==> config.mk <==
export PLATFORM = sky130hd
export DESIGN_NAME = srl_fifo_ctrl
export DESIGN_NICKNAME = d
export VERILOG_FILES = /design/src/rtl/srl_pkg.sv /design/src/rtl/srl_fifo_ctrl.sv
export SDC_FILE = /design/constraint.sdc
export NUM_CORES = 1
export LEC_CHECK = 0
export ABC_AREA = 1
export CORE_MARGIN = 5
export CORE_UTILIZATION = 47
export DETAILED_ROUTE_END_ITERATION = 7
export HOLD_SLACK_MARGIN = 0.1
export MAX_ROUTING_LAYER = met4
export PLACE_DENSITY = 0.76
export SLEW_MARGIN = 0
export SYNTH_ARGS = -nofsm -noshare
export SYNTH_HDL_FRONTEND = slang
export SYNTH_SLANG_ARGS = --single-unit
==> constraint.sdc <==
create_clock -name CLK -period 2.2 [get_ports CLK]
set_input_delay 0.33 -clock CLK [delete_from_list [all_inputs] [get_ports CLK]]
set_output_delay 0.33 -clock CLK [all_outputs]
set_load 0.01 [all_outputs]
==> src/rtl/srl_pkg.sv <==
// rtl/srl_pkg.sv - shared constants and width helpers for the SRL32 FIFO slice
package srl_pkg;

   localparam int SRL_SEG_DEPTH = 32;
   localparam int SRL_ADDR_W    = 5;

   // Occupancy needs one bit more than the chain address so that "full" is representable.
   function automatic int srl_count_w(input int segs);
      return $clog2(SRL_SEG_DEPTH * segs) + 1;
   endfunction

   function automatic int srl_sel_w(input int segs);
      return (segs > 1) ? $clog2(segs) : 1;
   endfunction

endpackage

==> src/rtl/srl_fifo_ctrl.sv <==
// rtl/srl_fifo_ctrl.sv - occupancy, address and handshake control for an SRL32-chain FIFO
module srl_fifo_ctrl
   import srl_pkg::*;
#(
   parameter int SEGS      = 4,
   parameter int AFULL_LVL = 96,
   localparam int CNT_W = srl_count_w(SEGS),
   localparam int SEL_W = srl_sel_w(SEGS)
) (
   input  logic                  CLK,
   input  logic                  RST_N,
   input  logic                  S_VALID,
   output logic                  S_READY,
   output logic                  M_VALID,
   input  logic                  M_READY,
   output logic                  SRL_CE,
   output logic [SRL_ADDR_W-1:0] SRL_A,
   output logic [SEL_W-1:0]      SRL_SEL,
   output logic [CNT_W-1:0]      COUNT,
   output logic                  FULL,
   output logic                  EMPTY,
   output logic                  AFULL
);

   localparam int PTR_W = CNT_W - 1;
   localparam logic [CNT_W-1:0] DEPTH_C   = CNT_W'(SRL_SEG_DEPTH * SEGS);
   localparam logic [CNT_W-1:0] AFULL_C   = CNT_W'(AFULL_LVL);
   localparam logic [CNT_W-1:0] CNT_ONE   = CNT_W'(1);
   localparam logic [PTR_W-1:0] PTR_ONE   = PTR_W'(1);

   logic [CNT_W-1:0] cnt_q, cnt_d;
   logic [PTR_W-1:0] ptr_q, ptr_d;
   logic             rdy_q;
   logic             afull_q;
   logic             push, pop;

   assign FULL    = (cnt_q == DEPTH_C);
   assign EMPTY   = (cnt_q == '0);
   assign S_READY = rdy_q & ~FULL;
   assign M_VALID = ~EMPTY;
   assign push    = S_VALID & S_READY;
   assign pop     = M_VALID & M_READY;
   assign SRL_CE  = push;

   // ptr is kept as its own register so SRL_A/SRL_SEL come straight off flops.
   always_comb begin
      cnt_d = cnt_q;
      ptr_d = ptr_q;
      case ({push, pop})
         2'b10: begin
            cnt_d = cnt_q + CNT_ONE;
            ptr_d = EMPTY ? '0 : ptr_q + PTR_ONE;
         end
         2'b01: begin
            cnt_d = cnt_q - CNT_ONE;
            ptr_d = (cnt_q == CNT_ONE) ? '0 : ptr_q - PTR_ONE;
         end
         default: begin
         end
      endcase
   end

   always_ff @(posedge CLK or negedge RST_N) begin
      if (!RST_N) begin
         cnt_q   <= '0;
         ptr_q   <= '0;
         rdy_q   <= 1'b0;
         afull_q <= 1'b0;
      end else begin
         cnt_q   <= cnt_d;
         ptr_q   <= ptr_d;
         rdy_q   <= 1'b1;
         afull_q <= (cnt_d >= AFULL_C);
      end
   end

   assign COUNT = cnt_q;
   assign AFULL = afull_q;
   assign SRL_A = ptr_q[SRL_ADDR_W-1:0];

   generate
      if (SEGS > 1) begin : g_sel
         assign SRL_SEL = ptr_q[PTR_W-1:SRL_ADDR_W];
      end else begin : g_nosel
         assign SRL_SEL = '0;
      end
   endgenerate

endmodule

After elaboration in Yosys (flattened, before gate mapping). Index checks and enable logic that the tools add are counted.

$add $sub $neg: 4. Magnitude comparators: 1. Equality and inequality tests: 4. Muxes and demuxes: 4. Bitwise operators: 5. Reduce and logical (&&, ||, !) cells: 2.

Operator list (number): 8-bit case mux with 2 select lines (1); 7-bit two-way mux (2); 7-bit case mux with 2 select lines (1); 8-bit by 1-bit adder with 8-bit output (second input constant) (1); 8-bit by 1-bit == test with 1-bit output (second input constant) (1); 8-bit == test (second input constant) (1); 8-bit by 7-bit >= comparator with 1-bit output (second input constant) (1); 8-bit zero test (1); 8-bit by 1-bit subtractor with 8-bit output (second input constant) (1); 7-bit by 1-bit adder with 7-bit output (second input constant) (1); 7-bit by 1-bit subtractor with 7-bit output (second input constant) (1); 1-bit AND (3); 2-bit by 1-bit == test with 1-bit output (second input constant) (1); 2-bit == test (second input constant) (1); 1-bit NOT (2); 2-bit nonzero test (1).

Flip-flop bits (word level): 17. Bits of input ports: 4. Output and inout port bits: 21.

Logic depth before layout (Yosys ltp). Gate-level depths: netlist (run 1).

Depth in word-level cells: 7. Depth in mapped cells: 15. Depth with buffers taken out: 14.

Worst setup path after synthesis (run 1). Ideal clock, no wire load.

Path kind: register to register. Start point: reg cnt_q[0], in the netlist COUNT[0]. End point: reg cnt_q[3], in the netlist COUNT[3]. Setup time: 82 ps. Data arrival time: 2332 ps. Data required time: 2118 ps. Slack: -214 ps. Cell stages (with the launch flop): 12. Cell sequence: dfrtp_1 > inv_1 > ha_1 > nand2_2 > nor4_2 > nor2_1 > nand2_2 > ha_1 > inv_1 > clkbuf_1 > a21oi_1 > a31oi_1.

Word-level cells in the longest chain between the ends: 6. Elaborated cells between the ends (all ways): 12. Those cells by class: add/sub: 2; eq/ne: 3; mux: 1; bitwise: 5; reduce/logical: 1.

Ends and longest elaborated chain: start: declaration (RTL line srl_fifo_ctrl.sv:31) `logic [CNT_W-1:0] cnt_q, cnt_d;`; start signal: assignment (RTL line srl_fifo_ctrl.sv:70) `cnt_q <= cnt_d;`; 8-bit == test (*) (RTL line srl_fifo_ctrl.sv:37) `assign FULL = (cnt_q == DEPTH_C);`; via FULL (RTL line srl_fifo_ctrl.sv:20) `output logic FULL,`; 1-bit NOT (*) (RTL line srl_fifo_ctrl.sv:39) `assign S_READY = rdy_q & ~FULL;`; 1-bit AND (*) (RTL line srl_fifo_ctrl.sv:39); via S_READY (RTL line srl_fifo_ctrl.sv:13) `output logic S_READY,`; 1-bit AND (*) (RTL line srl_fifo_ctrl.sv:41) `assign push = S_VALID & S_READY;`; 2-bit by 1-bit == test with 1-bit output / 2-bit == test (equally long branches) (RTL line srl_fifo_ctrl.sv:49) `case ({push, pop})`; 8-bit case mux with 2 select lines (*) (RTL line srl_fifo_ctrl.sv:49); via cnt_d[3] (RTL line srl_fifo_ctrl.sv:31).

The timed path passes the listed nets; every way through them passes the cells marked *. A chain may end at the register's enable or synchronous reset.

Final worst setup path (run 1).
Start point: reg cnt_q[1], in the netlist COUNT[1]. End point: out M_VALID.

Word-level cells in the longest chain between the ends: 2.

Ends and longest elaborated chain: 8-bit zero test (RTL line srl_fifo_ctrl.sv:38) `assign EMPTY = (cnt_q == '0);`; 1-bit NOT (RTL line srl_fifo_ctrl.sv:40) `assign M_VALID = ~EMPTY;`; end: declaration (RTL line srl_fifo_ctrl.sv:14) `output logic M_VALID,`.

No other way between the ends.

==> key figures, run 1 <==
Cells and area
  – Final non-filler cell area: 1790 um^2
  – Share of cells above drive strength 1: 17.9%
  – Synth-to-Final Area Change: 29.0%
  – N_diodes: 0
  – Final Net Count: 253

Floorplanning
  – Row count: 19
  – Core ar.: 2780 um^2
  – Number of I/O pins: 25
  – Chip height: 64.3 um
  – Initial Util: 49.8%
  – Die X: 64.3 um
  – Die area: 4130 um^2

Critical path
  – CP peak stage delay: 480 ps
  – Worst setup EP type: output pin
  – Kind of start point of the critical path: register
  – Kind of critical path: register to output pin
  – Crit path DAT: 1770 ps
  – Required @ worst endpoint: 1870 ps
  – Crit-path leading delay family: buffers and inverters
  – CP max stage cell: clkdlybuf4s50_1
  – Max FO, Critical Path: 4
  – Buf+Inv Stages, Crit Path: 3
  – Critical path cell sequence: inv_1 -> ha_1 -> nand2_2 -> nor2_4 -> inv_2 -> clkdlybuf4s50_1

Synthesis
  – Synth top cells by count: nand2_1 (56), nand3_1 (24), inv_1 (20)
  – Yosys warning count: 0
  – Synthesized flop and latch total: 17
  – Ys async rst share: 100%
  – Syn Std Cell Area: 1390 um^2
  – Area fraction of the dominant cell type after synthesis: 30.7%
  – EDFF count, synth: 0
  – Register area share after synthesis: 30.7%
  – Top-count cell post-synth: nand2_1
  – Synth Instances: 204
  – Most used DFF post-synth: dfrtp_1
  – Largest cells by area after synthesis: dfrtp_1 (31%), nand2_1 (15%), nand3_1 (8.7%), ha_1 (7.2%), inv_1 (5.4%)
  – Syn_nets: 216
  – Yosys cell types: 27
  – Post-synth top area cell: dfrtp_1
  – Synthesized area per cell: 6.79 um^2

STA
  – Worst setup margin: 101 ps
  – Tmin final: 2100 ps
  – Clock skew: 9.81 ps
  – Slew Limit Fails: 0
  – Final hold vios: 0
  – Highest clock rate: 0.476 GHz
  – Post-route setup TNS: 0 ps
  – Crit share post-route: 95.4%
  – Unrepaired setup endpoints after global routing: no
  – Final setup viols: 0

Power
  – Worst vdd ir: 0.799 mV
  – P per Cell Area: 1400 nW/um^2
  – Leakage: 0.907 nW

Run status
  – Status: finished, final reports clean

Global routing
  – Grt total ovfl: 0
  – Antenna violations before repair: 0
  – GRT Max-Usage Layer: met2
  – Total track usage: 18.8%
  – First-pass GRT wire length: 6130 um
  – Vias in the first global route: 1,329
  – Largest net degree at the start of global routing: 18
  – M3 GR Usage: 3.68%
  – GR Util met1: 25.4%
  – GR met2 Demand/Resource: 28.2%

Min path
  – Hold WC Path Type: input port to async pin

Route
  – DRT Wirelength: 3540 um
  – Antenna Nets Post-Route: 0
  – Vias: 1,427
  – Remaining DRCs: 0
  – DRT Pass-1 Iters: 5
  – DR WL/cell: 13.1 um
  – Vias per Instance: 5.27
  – Initial DRC count: 108

Clocking
  – Num Clock Sinks: 17
  – Htree depth: 1
  – CTS tree: built
  – CTS Hold Buffers Added: 0
  – Clock transition at path regs: 120 ps
  – Clock Path Buffers: 2
  – CTS buffer count: 3
  – Worst-Skew Late Latency: 310 ps
  – Root Driver: clkbuf_4

Placement
  – Area post-placement: 1740 um^2
  – Placement Setup Slack: 55.8 ps
  – GP Congestion: 0.844
  – HPWL after DPL: 2670 um
  – Port Buf Inserts: 24

Flow run
  – Max-Cap Viols: 0
[stage by stage]
step / total power, mW / hold slack, ps / instances / util (%)
2_1_floorplan: 1.65 / 34.4 / 204 / -
3_3_place_gp: 2.28 / 521 / 266 / 62.5
3_5_place_dp: 2.30 / 526 / 266 / 62.5
4_1_cts: 2.50 / 347 / 271 / 63.7
5_1_grt: 2.75 / 349 / 271 / 64.2
6_report: 2.50 / 333 / 271 / 64.2
[sequential cells by signal (all words and copies together) (netlist names)]
register  flops
AFULL         1
COUNT         8
ptr_q         7
rdy_q         1
[power by group]
group	switching, mW	total, mW	internal [mW]	leakage (nW)
clock	0.114	0.182	0.0679	0.0177
combinational	0.955	1.71	0.755	0.677
sequential	0.159	0.605	0.445	0.212
[placed cells by master (no fill, tap or decap), drive strengths merged, types with 2 or more instances in the layout]
master	instances
buf	14
a21oi	2
clkbuf	3
xor2	4
o21ai	15
nand3	25
o211ai	3
a31oi	5
nor2	24
ha	8
clkinv	2
dlymetal6s2s	3
nand2	60
clkdlybuf4s50	20
dfrtp	17
inv	25
nand4	5
[cell type report]
| type | instances | area [um^2] |
|---|---|---|
| flip-flops and latches | 17 | 427 |
| repair buffers | 38 | 352 |
| clock inverters | 1 | 5.00 |
| well taps | 31 | 38.8 |
| clock buffers | 3 | 22.5 |
| multi-input cells | 155 | 845 |
| fillers | 268 | 995 |
| inverters | 26 | 97.6 |
[kinds of logic after synthesis]
family | count (synthesis) | synth area share [%]
simple gates | 116 | 39.3
fa+ha+maj | 8 | 7.23
other cells | 1 | 0.271
xor+xnor | 4 | 2.53
flops | 17 | 30.7
compound gates | 26 | 10.5
buf+inv | 32 | 9.48
[layer usage]
metal,part of all wire [%],up-vias,routed length [um]
li1,-,736,-
met1,49,639,1730
met2,43,45,1540
met3,6.0,7,213
met4,1.7,0,59
met5,0,-,0
[path summary, 6_finish.rpt]
check	startpoint	to	slack (ps)	cells after the start
hold reg to reg	ptr_q[6]$_DFFE_PN0N_	ptr_q[6]$_DFFE_PN0N_	550	2
hold / removal	RST_N	COUNT[0]$_DFF_PN0_	330	2
min in group CLK	ptr_q[6]$_DFFE_PN0N_	ptr_q[6]$_DFFE_PN0N_	550	2
setup reg to reg	COUNT[1]$_DFF_PN0_	COUNT[1]$_DFF_PN0_	170	12
max in group asynchronous	RST_N	COUNT[4]$_DFF_PN0_	1650	2
setup / recovery	COUNT[1]$_DFF_PN0_	M_VALID	100	6
[what timing repair did]
action,CTS,global route
pin swaps,0,1
resized for setup,1,8
buffers inserted,1,0
setup endpoints to repair,2,16
(Power assumes the default switching activity.)
==> inputs of run 2 (changes only) <==
- TNS_END_PERCENT: default -> 50
==> results of run 2 <==
The final DEF is identical to that of run 1; final timing and power are the same.
==> inputs of run 3 (changes only) <==
- PLACE_DENSITY: 0.76 -> default
- PLACE_DENSITY_LB_ADDON: default -> 0.05
==> run 3 against run 2 <==
Total power shrank 0.62%. Sequential power decreased by 2%. First-iteration DRC count down 13%. Register-to-register slack hardly changed. Critical path depth increased by 2. Hold slack better by 5.4 ps. Cell count unchanged. Combinational power about the same. Critical endpoint is now SRL_CE. Largest cell class unchanged. Sequential share of layout area about the same.
==> key figures, run 3 (synthesized netlist as in run 1, its figures left out) <==
Placement
  – Dpl cells: 267 (+0.38%)
  – Port Buf Inserts: 24 (unchanged)
  – Area post-placement: 1750 um^2 (+0.43%)
  – GP Congestion: 0.878 (+4.0%)
  – HPWL after DPL: 2710 um (+1.2%)

Run status
  – Status: finished, final reports clean

STA
  – Slew Limit Fails: 0 (unchanged)
  – Final setup viols: 0 (unchanged)
  – Highest clock rate: 0.485 GHz (+1.7%)
  – Unrepaired setup endpoints after global routing: no
  – Tmin final: 2060 ps (-35.2 ps)
  – Crit share post-route: 93.8% (-1.6 points)
  – Clock skew: 1.12 ps (-8.69 ps)
  – Final hold vios: 0 (unchanged)
  – Post-route setup TNS: 0 ps (unchanged)
  – Worst hold margin: 339 ps (+5.43 ps)

Global routing
  – Vias in the first global route: 1,271 (-4.4%)
  – Grt total ovfl: 0 (unchanged)
  – Largest net degree at the start of global routing: 18 (unchanged)
  – Antenna violations before repair: 0 (unchanged)
  – First-pass GRT wire length: 5940 um (-3.1%)
  – Total track usage: 18.0% (-0.84 points)

Floorplanning
  – Chip height: 64.3 um (unchanged)
  – Row count: 19 (unchanged)
  – Core ar.: 2780 um^2 (unchanged)
  – Number of I/O pins: 25 (unchanged)
  – Initial Util: 49.8% (unchanged)
  – Die X: 64.3 um (unchanged)
  – Die area: 4130 um^2 (unchanged)

Critical path
  – Kind of start point of the critical path: register
  – Max FO, Critical Path: 4 (unchanged)
  – Worst setup EP type: output pin
  – Crit path DAT: 1730 ps (-40 ps)
  – Kind of critical path: register to output pin
  – R2R cell count: 13 (+1)
  – Start of the worst register-to-register path: COUNT[7]$_DFF_PN0_
  – Worst reg2reg setup slack: 170 ps (about the same)
  – Critical Path Start: COUNT[1]$_DFF_PN0_
  – Required @ worst endpoint: 1870 ps (about the same)
  – R2r endpoint: ptr_q[6]$_DFFE_PN0N_

Cells and area
  – N_diodes: 0 (unchanged)
  – Commonest non-fill, non-tap cell in the layout: nand2_1
  – Share of cells above drive strength 1: 17.9% (unchanged)
  – Final Net Count: 253 (unchanged)
  – Max FFs per register: 8 (unchanged)
  – Final non-filler cell area: 1780 um^2 (-0.21%)
  – Finished Layout Cells: 271 (unchanged)
  – Synth-to-Final Area Change: 28.7%
  – Most frequent cells in the layout: nand2_1 (55), nand3_1 (24), clkdlybuf4s50_1 (19)

Route
  – DR WL/cell: 13.0 um (-0.93%)
  – DRT Wirelength: 3510 um (-0.93%)
  – Vias per Instance: 5.21 (-1.1%)
  – Antenna Nets Post-Route: 0 (unchanged)
  – Remaining DRCs: 0 (unchanged)
  – DRT Pass-1 Iters: 4 (-1)
  – Vias: 1,411 (-1.1%)
  – Initial DRC count: 94 (-13%)

Clocking
  – Clock Path Buffers: 2 (unchanged)
  – Worst-Skew Late Latency: 300 ps (about the same)
  – CTS tree: built
  – Clock transition at path regs: 110 ps (about the same)
  – Root Driver: clkbuf_4
  – CTS buffer count: 3 (unchanged)
  – Htree depth: 1 (unchanged)
  – Num Clock Sinks: 17 (unchanged)

Power
  – Power share of the sequential group: 23.9% (-0.3 points)
  – Net Sw Frac: 49.4% (+0.20 points)
  – P per Cell Area: 1390 nW/um^2 (-0.41%)
  – Leakage: 0.888 nW (-2.1%)
  – Combinational share of power: 68.7% (+0.2 points)
  – P_sw: 1.23 mW (-0.20%)
  – P_int: 1.26 mW (-1.0%)
  – Worst vdd ir: 0.913 mV (+14%)
  – Clock network fraction of design power: 7.4% (about the same)

Flow run
  – Max-Cap Viols: 0 (unchanged)

Min path
  – Hold WC Path Type: input port to async pin
run 3: cell types whose count changed in the layout (fill, tap and decap cells not counted):
cell,delta
nand2_1,-1
dlygate4sd2_1,+2
dlymetal6s2s_1,-1
clkdlybuf4s50_1,-1
nand2_2,+1
dfrtp_2,-1
dfrtp_1,+1
run 3: worst max path at each step:
stage               slack (ps)              endpoint
floorplan                   30    COUNT[3]$_DFF_PN0_
global placement           230  ptr_q[1]$_DFFE_PN0N_
detailed placement         150  ptr_q[1]$_DFFE_PN0N_
CTS                          6                SRL_CE
global route                 2                SRL_CE
finish                     140                SRL_CE
run 3: routing by layer:
metal / vias to the layer above / routed length [um] / global-route usage (%) / share of wire, %
li1: 735 / - / - / -
met1: 626 / 1760 / 25.6 / 50
met2: 46 / 1530 / 26.5 / 44
met3: 4 / 203 / 3.33 / 5.8
met4: 0 / 18 / 3.82 / 0.51
met5: - / 0 / - / 0
run 3: final cells by class:
cell class              count  area, um^2
clock buffers               3        22.5
clock inverters             1        5.00
fillers                   261         998
inverters                  26        97.6
multi-input cells         155         847
flip-flops and latches     17         425
well taps                  31        38.8
repair buffers             38         347
run 3: metrics by stage:
stage	util (%)	worst slack, ps	total power [mW]
floorplan	-	34.4	1.65
global placement	62.8	229	2.26
detailed placement	62.8	148	2.30
CTS	63.7	5.63	2.49
global route	64.1	2.03	2.73
finish	64.1	136	2.48
run 3: worst max-delay path: stages (launching register included):
cell and delay (ps):
dfrtp_1 420, inv_2 80, ha_2 180, nand2_2 90
nor4_4 190, nor2_2 70, nand2_2 80, inv_2 40
dlygate4sd2_1 280
run 3: power by group through the flow:
stage / Sequential, mW / Clock, mW / Combinational [mW]
after CTS: 0.593 / 0.190 / 1.70
after global placement: 0.592 / 0 / 1.67
after floorplan: 0.657 / 0 / 0.997
final: 0.593 / 0.184 / 1.71
after detailed placement: 0.599 / 0 / 1.70
after global routing: 0.620 / 0.210 / 1.90
run 3: timing repair:
item / 4_1_cts / 5_1_grt
hold buffers: 0 / 0
gates resized for setup: 4 / 6
setup buffers: 0 / 0
pin swaps: 1 / 1
setup endpoints to repair: 2 / 16
